===== config.mk =====
export PLATFORM = sky130hd
export DESIGN_NAME = dled_arbiter
export DESIGN_NICKNAME = d
export VERILOG_FILES = /design/src/rtl/dled_pkg.sv /design/src/rtl/dled_rr_pick.sv /design/src/rtl/dled_arbiter.sv
export SDC_FILE = /design/constraint.sdc
export NUM_CORES = 1
export LEC_CHECK = 0
export CAP_MARGIN = 10
export CORE_AREA = 2 2 81 114
export DETAILED_ROUTE_END_ITERATION = 7
export DIE_AREA = 0 0 83 116
export MAX_ROUTING_LAYER = met4
export PLACE_DENSITY = 0.79
export SYNTH_ARGS = -nofsm -noshare
export SYNTH_HDL_FRONTEND = slang
export SYNTH_SLANG_ARGS = --single-unit

===== constraint.sdc =====
create_clock -name clk -period 2.63 [get_ports clk]
set_clock_uncertainty 0.15 [all_clocks]
set_input_delay 0.263 -clock clk [delete_from_list [all_inputs] [get_ports clk]]
set_output_delay 0.263 -clock clk [all_outputs]
set_load 0.005 [all_outputs]

===== src/rtl/dled_pkg.sv =====
// Shared display-word field layout and arbiter state encoding for the
// seven-segment display path (arbiter and scan controller).
package dled_pkg;
    localparam int unsigned DLED_EN_BIT  = 0;
    localparam int unsigned DLED_DIG_LSB = 1;
    localparam int unsigned DLED_DIG_MSB = 24;
    localparam int unsigned DLED_DIG_W   = 24;

    typedef enum logic {
        IDLE = 1'b0,
        OWN  = 1'b1
    } dled_state_t;
endpackage


===== src/rtl/dled_rr_pick.sv =====
// Combinational round-robin picker: first requester at or after last+1
// (mod NREQ), returned both one-hot and as an index.
module dled_rr_pick #(
    parameter int unsigned NREQ = 3
) (
    input  logic [NREQ-1:0] i_req,
    input  logic [2:0]      i_last,
    output logic [NREQ-1:0] o_gnt,
    output logic [2:0]      o_idx,
    output logic            o_valid
);
    int unsigned w_cand;

    always_comb begin
        o_gnt   = '0;
        o_idx   = '0;
        o_valid = 1'b0;
        w_cand  = 0;
        for (int unsigned k = 1; k <= NREQ; k++) begin
            w_cand = (32'(i_last) + k) % NREQ;
            // Inner scan keeps every i_req select at a constant index.
            for (int unsigned j = 0; j < NREQ; j++) begin
                if (!o_valid && (j == w_cand) && i_req[j]) begin
                    o_valid  = 1'b1;
                    o_gnt[j] = 1'b1;
                    o_idx    = 3'(j);
                end
            end
        end
    end
endmodule


===== src/rtl/dled_arbiter.sv =====
// Round-robin owner of the six-digit display with minimum/maximum hold,
// producing the registered display control word.
module dled_arbiter
    import dled_pkg::*;
#(
    parameter int unsigned NREQ     = 3,
    parameter int unsigned MIN_HOLD = 50000,
    parameter int unsigned MAX_HOLD = 5000000
) (
    input  logic                 clk,
    input  logic                 rstn,
    input  logic [NREQ-1:0]      req,
    input  logic [NREQ-1:0]      upd,
    input  logic [24*NREQ-1:0]   wdata,
    output logic [NREQ-1:0]      gnt,
    output logic [2:0]           owner,
    output logic [31:0]          dled_reg
);
    localparam int unsigned    CW     = $clog2(MAX_HOLD);
    localparam logic [CW-1:0]  MIN_M1 = CW'(MIN_HOLD - 1);
    localparam logic [CW-1:0]  MAX_M1 = CW'(MAX_HOLD - 1);

    dled_state_t              r_state, w_state_nxt;
    logic [CW-1:0]            r_cnt, w_cnt_nxt;
    logic [2:0]               r_last, w_last_nxt;
    logic [2:0]               r_owner, w_owner_nxt;
    logic [NREQ-1:0]          r_gnt, w_gnt_nxt;
    logic [31:0]              r_dled, w_dled_nxt;

    logic [NREQ-1:0]          w_pick_oh;
    logic [2:0]               w_pick_idx;
    logic                     w_pick_valid;
    logic [DLED_DIG_W-1:0]    w_own_data, w_win_data;
    logic                     w_own_req, w_others, w_rel;

    dled_rr_pick #(.NREQ(NREQ)) u_pick (
        .i_req   (req),
        .i_last  (r_last),
        .o_gnt   (w_pick_oh),
        .o_idx   (w_pick_idx),
        .o_valid (w_pick_valid)
    );

    always_comb begin
        w_own_data = '0;
        w_win_data = '0;
        for (int unsigned j = 0; j < NREQ; j++) begin
            if (r_owner == 3'(j))    w_own_data = wdata[DLED_DIG_W*j +: DLED_DIG_W];
            if (w_pick_idx == 3'(j)) w_win_data = wdata[DLED_DIG_W*j +: DLED_DIG_W];
        end
    end

    // r_gnt is one-hot on the owner, so it doubles as the owner mask.
    assign w_own_req = |(req & r_gnt);
    assign w_others  = |(req & ~r_gnt);
    assign w_rel     = (!w_own_req && (r_cnt >= MIN_M1)) ||
                       ((r_cnt == MAX_M1) && w_others);

    always_comb begin
        w_state_nxt = r_state;
        w_cnt_nxt   = r_cnt;
        w_last_nxt  = r_last;
        w_owner_nxt = r_owner;
        w_gnt_nxt   = r_gnt;
        w_dled_nxt  = r_dled;
        case (r_state)
            IDLE: begin
                if (w_pick_valid) begin
                    w_state_nxt = OWN;
                    w_gnt_nxt   = w_pick_oh;
                    w_owner_nxt = w_pick_idx;
                    w_cnt_nxt   = '0;
                    w_dled_nxt  = '0;
                    w_dled_nxt[DLED_DIG_MSB:DLED_DIG_LSB] = w_win_data;
                    w_dled_nxt[DLED_EN_BIT] = 1'b1;
                end
            end
            OWN: begin
                if (w_rel) begin
                    w_state_nxt = IDLE;
                    w_gnt_nxt   = '0;
                    w_owner_nxt = '0;
                    w_dled_nxt  = '0;
                    w_cnt_nxt   = '0;
                    w_last_nxt  = r_owner;
                end else begin
                    w_cnt_nxt = (r_cnt == MAX_M1) ? r_cnt : r_cnt + 1'b1;
                    if (|(upd & r_gnt))
                        w_dled_nxt[DLED_DIG_MSB:DLED_DIG_LSB] = w_own_data;
                end
            end
            default: begin
                w_state_nxt = IDLE;
                w_gnt_nxt   = '0;
                w_owner_nxt = '0;
                w_dled_nxt  = '0;
                w_cnt_nxt   = '0;
            end
        endcase
    end

    always_ff @(posedge clk) begin
        if (!rstn) begin
            r_state <= IDLE;
            r_cnt   <= '0;
            r_last  <= 3'(NREQ - 1);
            r_owner <= '0;
            r_gnt   <= '0;
            r_dled  <= '0;
        end else begin
            r_state <= w_state_nxt;
            r_cnt   <= w_cnt_nxt;
            r_last  <= w_last_nxt;
            r_owner <= w_owner_nxt;
            r_gnt   <= w_gnt_nxt;
            r_dled  <= w_dled_nxt;
        end
    end

    assign gnt      = r_gnt;
    assign owner    = r_owner;
    assign dled_reg = r_dled;
endmodule


==> impl_metrics.yaml, run 1 <==
outcome:
  status: "complete, no violations"
clocking:
  cts_root_buf: "clkbuf_16"
  clock_path_buffers: 2
  cts_setup_buffers: 0
  clk_pin_slew_ns: 0.07
  cts_max_level: 2
  hold_buffers: 0
  cts_buffers: 5
  cts_resized: 0
  clock_sink_count: 56
  clkLatencyLatePin_ns: 0.30
  cts_tree: "yes"
logic_synthesis:
  synth_top_cell_by_area: "dfxtp_1"
  synthDistinctLibCells: 69
  yosys_warnings: 0
  syn_inst: 507
  postSynth.topFlopCell: "dfxtp_1"
  synth-seq-area-share_pct: 27.70
  ys_ff_latch: 56
  async_reset_ff_share_pct: 0
  synth_edf_count: 0
  netlist_area_um2: 4048
  syn_area_per_cell_um2: 7.983
  synth_area_leaders: "dfxtp_1 28%, mux2i_1 6.7%, nor2_1 5.7%"
  synth_top_area_share_pct: 27.70
global_routing:
  antenna_found_initial: 0
  grt_max_degree: 36
  grt_usage_pct: 26.38
  grt_first_pass_wirelength_mm: 20.27
  overflow: 0
  grt_pass1_vias: 4354
routing:
  first_pass_iters: 5
  wirelength_mm: 12.55
  drt_iter0_markers: 183
  routed_via_density: 6.237
  vias: 4422
  antenna_left: 0
  route.detailed.wl_per_inst_um: 17.71
  drcViolationCount: 0
final_layout:
  area_delta_synth_final_pct: 34.41
  final_cell_mix: "109 x clkdlybuf4s50_1, 62 x nor2_1, 56 x dfxtp_1, 47 x nand2_1, 27 x mux2i_1"
  drive_gt1_share_pct: 7.450
  finalInstanceArea_um2: 5440
  final_common_cell: "clkdlybuf4s50_1"
  insertedDiodeCount: 0
  nets: 686
  largest_reg_flops: 25
  n_fill_cell: 782
timing:
  post-route-period-util_pct: 94.38
  slew_headroom_pct: 54.26
  rsz0062_at_grt: "false"
  tightest_slew_ns: 0.6846
  maxSlewViolCount: 0
  setup-violations-final: 0
  post-route-min-period_ns: 2.482
  finalHoldViolCount: 0
  fmaxAchievable_mhz: 402.9
  worst_slack_ns: 0.1479
  setup_tns_ns: 0
setup_path:
  worstRegToRegCells: 6
  rrSetupSlack_ns: 0.15
  worstPathRequired_ns: 2.67
  critical_path.top_delay_family: "compound AO/OA/AOI/OAI gates"
  crit_type: "flop to flop"
  critical_path_depth: 6
  cp.arrival_ns: 2.52
  critPathBufInv: 0
  critPathLaunchType: "flop"
  cpPeakStageDelay_ns: 0.61
  path_cells: "nor2_1 > a2111oi_2 > a311o_1 > a311oi_2 > and2_1 > a211o_1"
  worstReg2RegEnd: "r_cnt[16]"
  crit_fanout: 9
  end_kind: "flop"
  r2r_start: "r_cnt[6]"
  worstSetupStartpoint: "r_cnt[6]"
  slowest_stage: "a2111oi_2"
worst_hold_path:
  hold_end: "dled_reg[24]"
  hp-class: "flop to flop"
  whs_path_depth: 1
  min_from: "dled_reg[24]"
die:
  die_width_um: 83
  fp.dieArea_um2: 9628
  initial_core_util_pct: 47.30
  die_h_um: 116
  io_pins: 118
  rows: 40
  fp.coreArea_um2: 8558
placement:
  dpl_cell_area_um2: 5294
  post-place-ws_ns: 0.09591
  port_buffers: 109
  place_congestion: 0.8896
  hpwl_mm: 8.879
power:
  leakagePower_uw: 0.002070
  vdd_drop_max_mv: 0.3735
  powerDensity_nw_per_um2: 401.5
job:
  drv_cap: 0
-- worst max-delay path by stage --
stage and end:
3_3_place_gp dled_reg[0], 6_report r_cnt[16], 5_1_grt r_cnt[16], 3_5_place_dp owner[0]
4_1_cts r_cnt[16], 2_1_floorplan r_cnt[15]
-- cells by family (layout without fill, tap and decap cells) --
group                    Yosys count  count (layout)  share of synthesized area (%)
AO/OA/AOI/OAI                    167             167                          33.23
other                              1               8                        0.09265
buffers and inverters             57             147                          6.832
flip-flops                        56              56                          27.70
AND/OR/NAND/NOR                  189             189                          23.03
multiplexers                      27              27                          6.677
XOR/XNOR                           7               7                          1.515
adder cells (fa/ha/maj)            3               3                         0.9275
-- power by group --
| part | total, uW | switching (uW) | internal, uW |
|---|---|---|---|
| logic | 565 | 243 | 321 |
| registers | 933 | 34.6 | 899 |
| clock network | 687 | 305 | 381 |
-- cell usage after synthesis (13+ instances only) --
cell type  instances
nor2_1            62
dfxtp_1           56
nand2_1           47
clkbuf_1          28
mux2i_1           27
a21boi_0          25
a211oi_1          24
a221oi_1          23
o22a_1            23
a21oi_1           14
nand3_1           14
o21ai_0           13
-- per-layer routing --
metal,wire length [um],global-route usage [%],up-vias
li1,-,-,2085
met1,4889,27.55,2109
met2,6485,48.82,194
met3,849,4.630,34
met4,331,11.26,0
met5,0,-,-
-- area by class of cell --
cell class              count  area [um^2]  share of cell area, %
flip-flops and latches     56         1121                  20.61
multi-input cells         401         2693                  49.49
clock buffers               8        146.4                  2.691
inverters                   8        30.03                 0.5520
well taps                 105        131.4                  2.415
repair buffers            131         1319                  24.24
-- per-stage QoR --
step                      util (%)  hold WS, ns  std cells  total power, uW
after floorplan                  -       0.2674        514             1200
after global placement       61.86       0.3087        701             1498
after detailed placement     61.86       0.3092        701             1511
after CTS                    63.57       0.3302        709             2195
after global routing         63.57       0.3481        709             2276
final                        63.57       0.3273        709             2184
Power figures use the tool's default switching activity.
==> inputs of run 2 (changes only) <==
--- a/config.mk
+++ b/config.mk
@@ -6,11 +6,12 @@
 export NUM_CORES = 1
 export LEC_CHECK = 0
 export CAP_MARGIN = 10
-export CORE_AREA = 2 2 81 114
+export CORE_AREA = 2 2 85 119
 export DETAILED_ROUTE_END_ITERATION = 7
-export DIE_AREA = 0 0 83 116
+export DIE_AREA = 0 0 87 121
 export MAX_ROUTING_LAYER = met4
-export PLACE_DENSITY = 0.79
+export PLACE_DENSITY = 0.76
+export SETUP_SLACK_MARGIN = 0.05
 export SYNTH_ARGS = -nofsm -noshare
 export SYNTH_HDL_FRONTEND = slang
 export SYNTH_SLANG_ARGS = --single-unit
==> constraint.sdc (replaced) <==
create_clock -name clk -period 2.2 [get_ports clk]
set_clock_uncertainty 0.15 [all_clocks]
set_input_delay 0.22 -clock clk [delete_from_list [all_inputs] [get_ports clk]]
set_output_delay 0.22 -clock clk [all_outputs]
set_load 0.005 [all_outputs]
==> impl_metrics.yaml, run 2 (same netlist as run 1, synthesis figures left out) <==
die:
  die_h_um: 121
  fp.coreArea_um2: 9407
  fp.dieArea_um2: 10530
  io_pins: 118
  initial_core_util_pct: 43.03
  die_width_um: 87
  rows: 42
clocking:
  cts_root_buf: "clkbuf_16"
  hold_buffers: 0
  clock_sink_count: 56
  cts_buffers: 5
  clk_pin_slew_ns: 0.07
  clkLatencyLatePin_ns: 0.31
  clock_path_buffers: 2
  cts_max_level: 2
  cts_tree: "yes"
setup_path:
  path_cells: "clkdlybuf4s50_1 > a222oi_1 > nand2_2 > o211a_4 > a31oi_4 > clkbuf_16 > o22a_1"
  worstPathRequired_ns: 2.30
  rrSetupSlack_ns: -0.16
  worstRegToRegCells: 8
  crit_fanout: 6
  r2r_start: "r_cnt[10]"
  end_kind: "flop"
  cp.arrival_ns: 2.56
  slowest_stage: "a222oi_1"
  worstReg2RegEnd: "dled_reg[2]"
  cpPeakStageDelay_ns: 0.64
  critical_path.top_delay_family: "compound AO/OA/AOI/OAI gates"
  crit_type: "input pin to flop"
  critPathBufInv: 2
  critPathLaunchType: "input pin"
final_layout:
  nets: 762
  drive_gt1_share_pct: 27.79
  largest_reg_flops: 25
  n_fill_cell: 727
  seqCellArea_um2: 1151
  insertedDiodeCount: 0
  finalInstanceArea_um2: 6605
  final_common_cell: "clkdlybuf4s50_1"
  multi_input_comb_area_um2: 3055
  area_delta_synth_final_pct: 63.18
  fin_util_pct: 70.22
  final_cell_mix: "109 x clkdlybuf4s50_1, 70 x buf_4, 50 x nor2_1, 44 x nand2_1, 42 x dfxtp_1"
outcome:
  violations: "setup timing"
  status: "finished with violations"
placement:
  port_buffers: 109
  dpl_cell_area_um2: 5877
  hpwl_mm: 10.18
  post-place-ws_ns: -0.3170
  place_congestion: 0.9543
routing:
  first_pass_iters: 5
  drt_iter0_markers: 326
  antenna_left: 0
  routed_via_density: 6.343
  drcViolationCount: 0
  route.detailed.wl_per_inst_um: 19.89
  vias: 5011
  wirelength_mm: 15.72
global_routing:
  grt_pass1_vias: 5088
  overflow: 0
  antenna_found_initial: 0
  grt_max_degree: 25
  grt_first_pass_wirelength_mm: 24.21
  grt_usage_pct: 29.37
timing:
  post-route-period-util_pct: 111.9
  fmaxAchievable_mhz: 406.1
  post-route-min-period_ns: 2.463
  maxSlewViolCount: 0
  slew_headroom_pct: 56.78
  setup_tns_ns: -11.11
  rsz0062_at_grt: "true"
  setup-violations-final: 55
  finalHoldViolCount: 0
  tightest_slew_ns: 0.6424
  worst_slack_ns: -0.2626
worst_hold_path:
  hp-class: "flop to flop"
  min_from: "dled_reg[9]"
  hold_end: "dled_reg[9]"
  whs_path_depth: 1
power:
  leakagePower_uw: 0.002585
  vdd_drop_max_mv: 0.2998
  powerDensity_nw_per_um2: 446.0
job:
  drv_cap: 0
## run 2: changes by cell type in the layout (fill, tap and decap cells not counted), sizes merged
| cell | change |
|---|---|
| buf | +74 |
| and2 | +1 |
| bufinv | +1 |
## run 2: final cells by class
class	count	share of cell area, %
Multi-Input combinational cell	402	46.26
Timing Repair Buffer	206	31.01
Sequential cell	56	17.43
Clock buffer	7	2.311
Tap cell	110	2.084
Clock inverter	1	0.4546
Inverter	8	0.4546
## run 2: stage by stage
| stage | total power (uW) | hold WS (ns) | std cells |
|---|---|---|---|
| 2_1_floorplan | 1447 | 0.2244 | 514 |
| 3_3_place_gp | 1828 | 0.2993 | 761 |
| 3_5_place_dp | 1847 | 0.3088 | 761 |
| 4_1_cts | 2901 | 0.3382 | 784 |
| 5_1_grt | 3045 | 0.3667 | 790 |
| 6_report | 2946 | 0.3348 | 790 |
## run 2: worst register-to-register path, cell delays in order (launching register included)
cell      delay [ns]
dfxtp_2         0.34
nor4_2          0.32
nand3_2         0.18
a311oi_4        0.37
buf_4           0.19
o211a_4         0.19
a31oi_4         0.13
buf_12          0.19
o22a_1          0.20
## run 2: worst max-delay path by stage
stage | start | to | slack (ns) | depth (start not counted)
global route | req[0] | dled_reg[22] | -0.36 | 7
CTS | r_cnt[10] | dled_reg[6] | -0.13 | 10
finish | req[0] | dled_reg[11] | -0.26 | 7
global placement | req[0] | dled_reg[19] | -0.26 | 9
floorplan | r_last[1] | dled_reg[11] | 0.02 | 10
detailed placement | req[0] | dled_reg[22] | -0.32 | 8
## run 2: report_power, final
group / total, uW / internal, uW / switching, uW / leakage (uW)
logic: 820 / 469 / 351 / 0.00203
clock network: 1020 / 602 / 415 / 0.0000901
registers: 1110 / 1070 / 42.0 / 0.000466
## run 2: layer usage
| metal | up-vias | track usage (%) | part of all wire [%] |
|---|---|---|---|
| li1 | 2242 | - | - |
| met1 | 2380 | 32.38 | 37 |
| met2 | 309 | 50.86 | 51 |
| met3 | 80 | 4.150 | 6.8 |
| met4 | 0 | 14.65 | 4.8 |
| met5 | - | - | 0 |
## run 2: repair_timing
item | in CTS | in global routing
endpoints found under the setup margin | 56 | 56
gates resized for setup | 70 | 31
gates cloned | 6 | 2
pin swaps | 35 | 14
setup buffers | 9 | 4
==> inputs of run 3 (changes only) <==
--- a/config.mk
+++ b/config.mk
@@ -10,7 +10,7 @@
 export DETAILED_ROUTE_END_ITERATION = 7
 export DIE_AREA = 0 0 87 121
 export MAX_ROUTING_LAYER = met4
-export PLACE_DENSITY = 0.76
+export PLACE_DENSITY = 0.82
 export SETUP_SLACK_MARGIN = 0.05
 export SYNTH_ARGS = -nofsm -noshare
 export SYNTH_HDL_FRONTEND = slang
==> impl_metrics.yaml, run 3 (same netlist as run 1, synthesis figures left out) <==
outcome:
  status: "finished with violations"
  violations: "setup timing"
timing:
  maxSlewViolCount: 0
  whs_ns: 0.3337
  worst_slack_ns: -0.2694
  post-route-period-util_pct: 112.2
  finalHoldViolCount: 0
  fmaxAchievable_mhz: 405.0
  setup_tns_ns: -8.238
  setup-violations-final: 56
  post-route-min-period_ns: 2.469
  rsz0062_at_grt: "true"
final_layout:
  area_delta_synth_final_pct: 55.89
  drive_gt1_share_pct: 25.49
  final_common_cell: "clkdlybuf4s50_1"
  n_fill_cell: 705
  nets: 750
  insertedDiodeCount: 0
  final_cell_mix: "109 x clkdlybuf4s50_1, 66 x buf_4, 58 x nor2_1, 44 x nand2_1, 41 x dfxtp_1"
  final_cells: 777
  largest_reg_flops: 25
global_routing:
  grt_usage_pct: 27.53
  grt_pass1_vias: 4871
  grt_first_pass_wirelength_mm: 22.74
  antenna_found_initial: 0
  grt_max_degree: 36
  overflow: 0
placement:
  place_congestion: 0.8836
  hpwl_mm: 9.900
  place_inst: 758
  port_buffers: 109
routing:
  first_pass_iters: 5
  route.detailed.wl_per_inst_um: 19.74
  drcViolationCount: 0
  wirelength_mm: 15.34
  vias: 4912
  routed_via_density: 6.322
  antenna_left: 0
  drt_iter0_markers: 453
setup_path:
  critPathLaunchType: "flop"
  cp.arrival_ns: 2.55
  crit_fanout: 6
  rrSetupSlack_ns: -0.27
  crit_type: "flop to flop"
  worstPathRequired_ns: 2.28
  end_kind: "flop"
power:
  p_clk_share_pct: 29.8
  leakagePower_uw: 0.002489
  p_seq_share_pct: 41.4
  vdd_drop_max_mv: 0.3310
  powerDensity_nw_per_um2: 424.9
  power_switching_uw: 754.6
  p_comb_share_pct: 28.8
  swShare_pct: 28.15
  p_total_uw: 2681
  p_int_uw: 1926
clocking:
  clock_path_buffers: 2
  clk_pin_slew_ns: 0.08
  cts_root_buf: "clkbuf_16"
  clkLatencyLatePin_ns: 0.31
  cts_buffers: 5
  hold_buffers: 0
  cts_max_level: 2
  cts_tree: "yes"
  clock_sink_count: 56
die:
  fp.dieArea_um2: 10530
  rows: 42
  die_width_um: 87
  initial_core_util_pct: 43.03
  fp.coreArea_um2: 9407
  die_h_um: 121
  io_pins: 118
job:
  drv_cap: 0
worst_hold_path:
  hp-class: "flop to flop"
==> run 3: final timing paths <==
path                                   from  cells after the start     endpoint
worst min-delay path            dled_reg[2]                      1  dled_reg[2]
worst min register to register  dled_reg[2]                      1  dled_reg[2]
worst max-delay path               r_cnt[0]                      8     r_cnt[3]
worst max register to register     r_cnt[0]                      8     r_cnt[3]
==> run 3: stage by stage <==
stage | setup slack (ns) | utilization, % | cell area [um^2]
floorplan | 0.02472 | - | 4240
global placement | -0.1735 | 61.44 | 5779
detailed placement | -0.2518 | 61.44 | 5779
CTS | -0.03057 | 65.19 | 6132
global route | -0.3135 | 67.08 | 6310
finish | -0.2694 | 67.08 | 6310
==> run 3: final cells by class <==
| class | count | area (um^2) | share of cell area, % |
|---|---|---|---|
| repair buffers | 195 | 1843 | 29.21 |
| flip-flops and latches | 56 | 1152 | 18.26 |
| multi-input cells | 401 | 3013 | 47.75 |
| well taps | 110 | 137.6 | 2.181 |
| inverters | 8 | 30.03 | 0.4759 |
| clock buffers | 6 | 128.9 | 2.042 |
| clock inverters | 1 | 5.005 | 0.07932 |
==> run 3: power groups by stage <==
stage	clock network, uW	registers (uW)	logic (uW)
4_1_cts	796	1110	732
2_1_floorplan	0	1140	312
6_report	799	1110	773
3_5_place_dp	0	1130	699
3_3_place_gp	0	1130	681
5_1_grt	829	1110	821
==> run 3: per-layer routing <==
layer | routed length [um] | track usage (%) | up-vias
met3 | 1221 | 5.646 | 44
met4 | 505 | 10.35 | 0
met5 | 0 | - | -
met1 | 5763 | 31.06 | 2376
li1 | - | - | 2222
met2 | 7848 | 47.28 | 270
==> run 3: worst max-delay path, cell delays in order, from the launching register on <==
cell       delay [ns]
dfxtp_4          0.38
buf_6            0.11
nand4_1          0.16
a2111oi_4        0.50
a311o_1          0.26
a311oi_2         0.16
buf_2            0.19
or3_1            0.31
a21oi_1          0.16
==> run 3: repair_timing <==
action                                  CTS  global route
pin swaps                                15            11
cloned                                    1             3
endpoints found under the setup margin   50            56
setup buffers                             5             3
gates resized for setup                  57            39
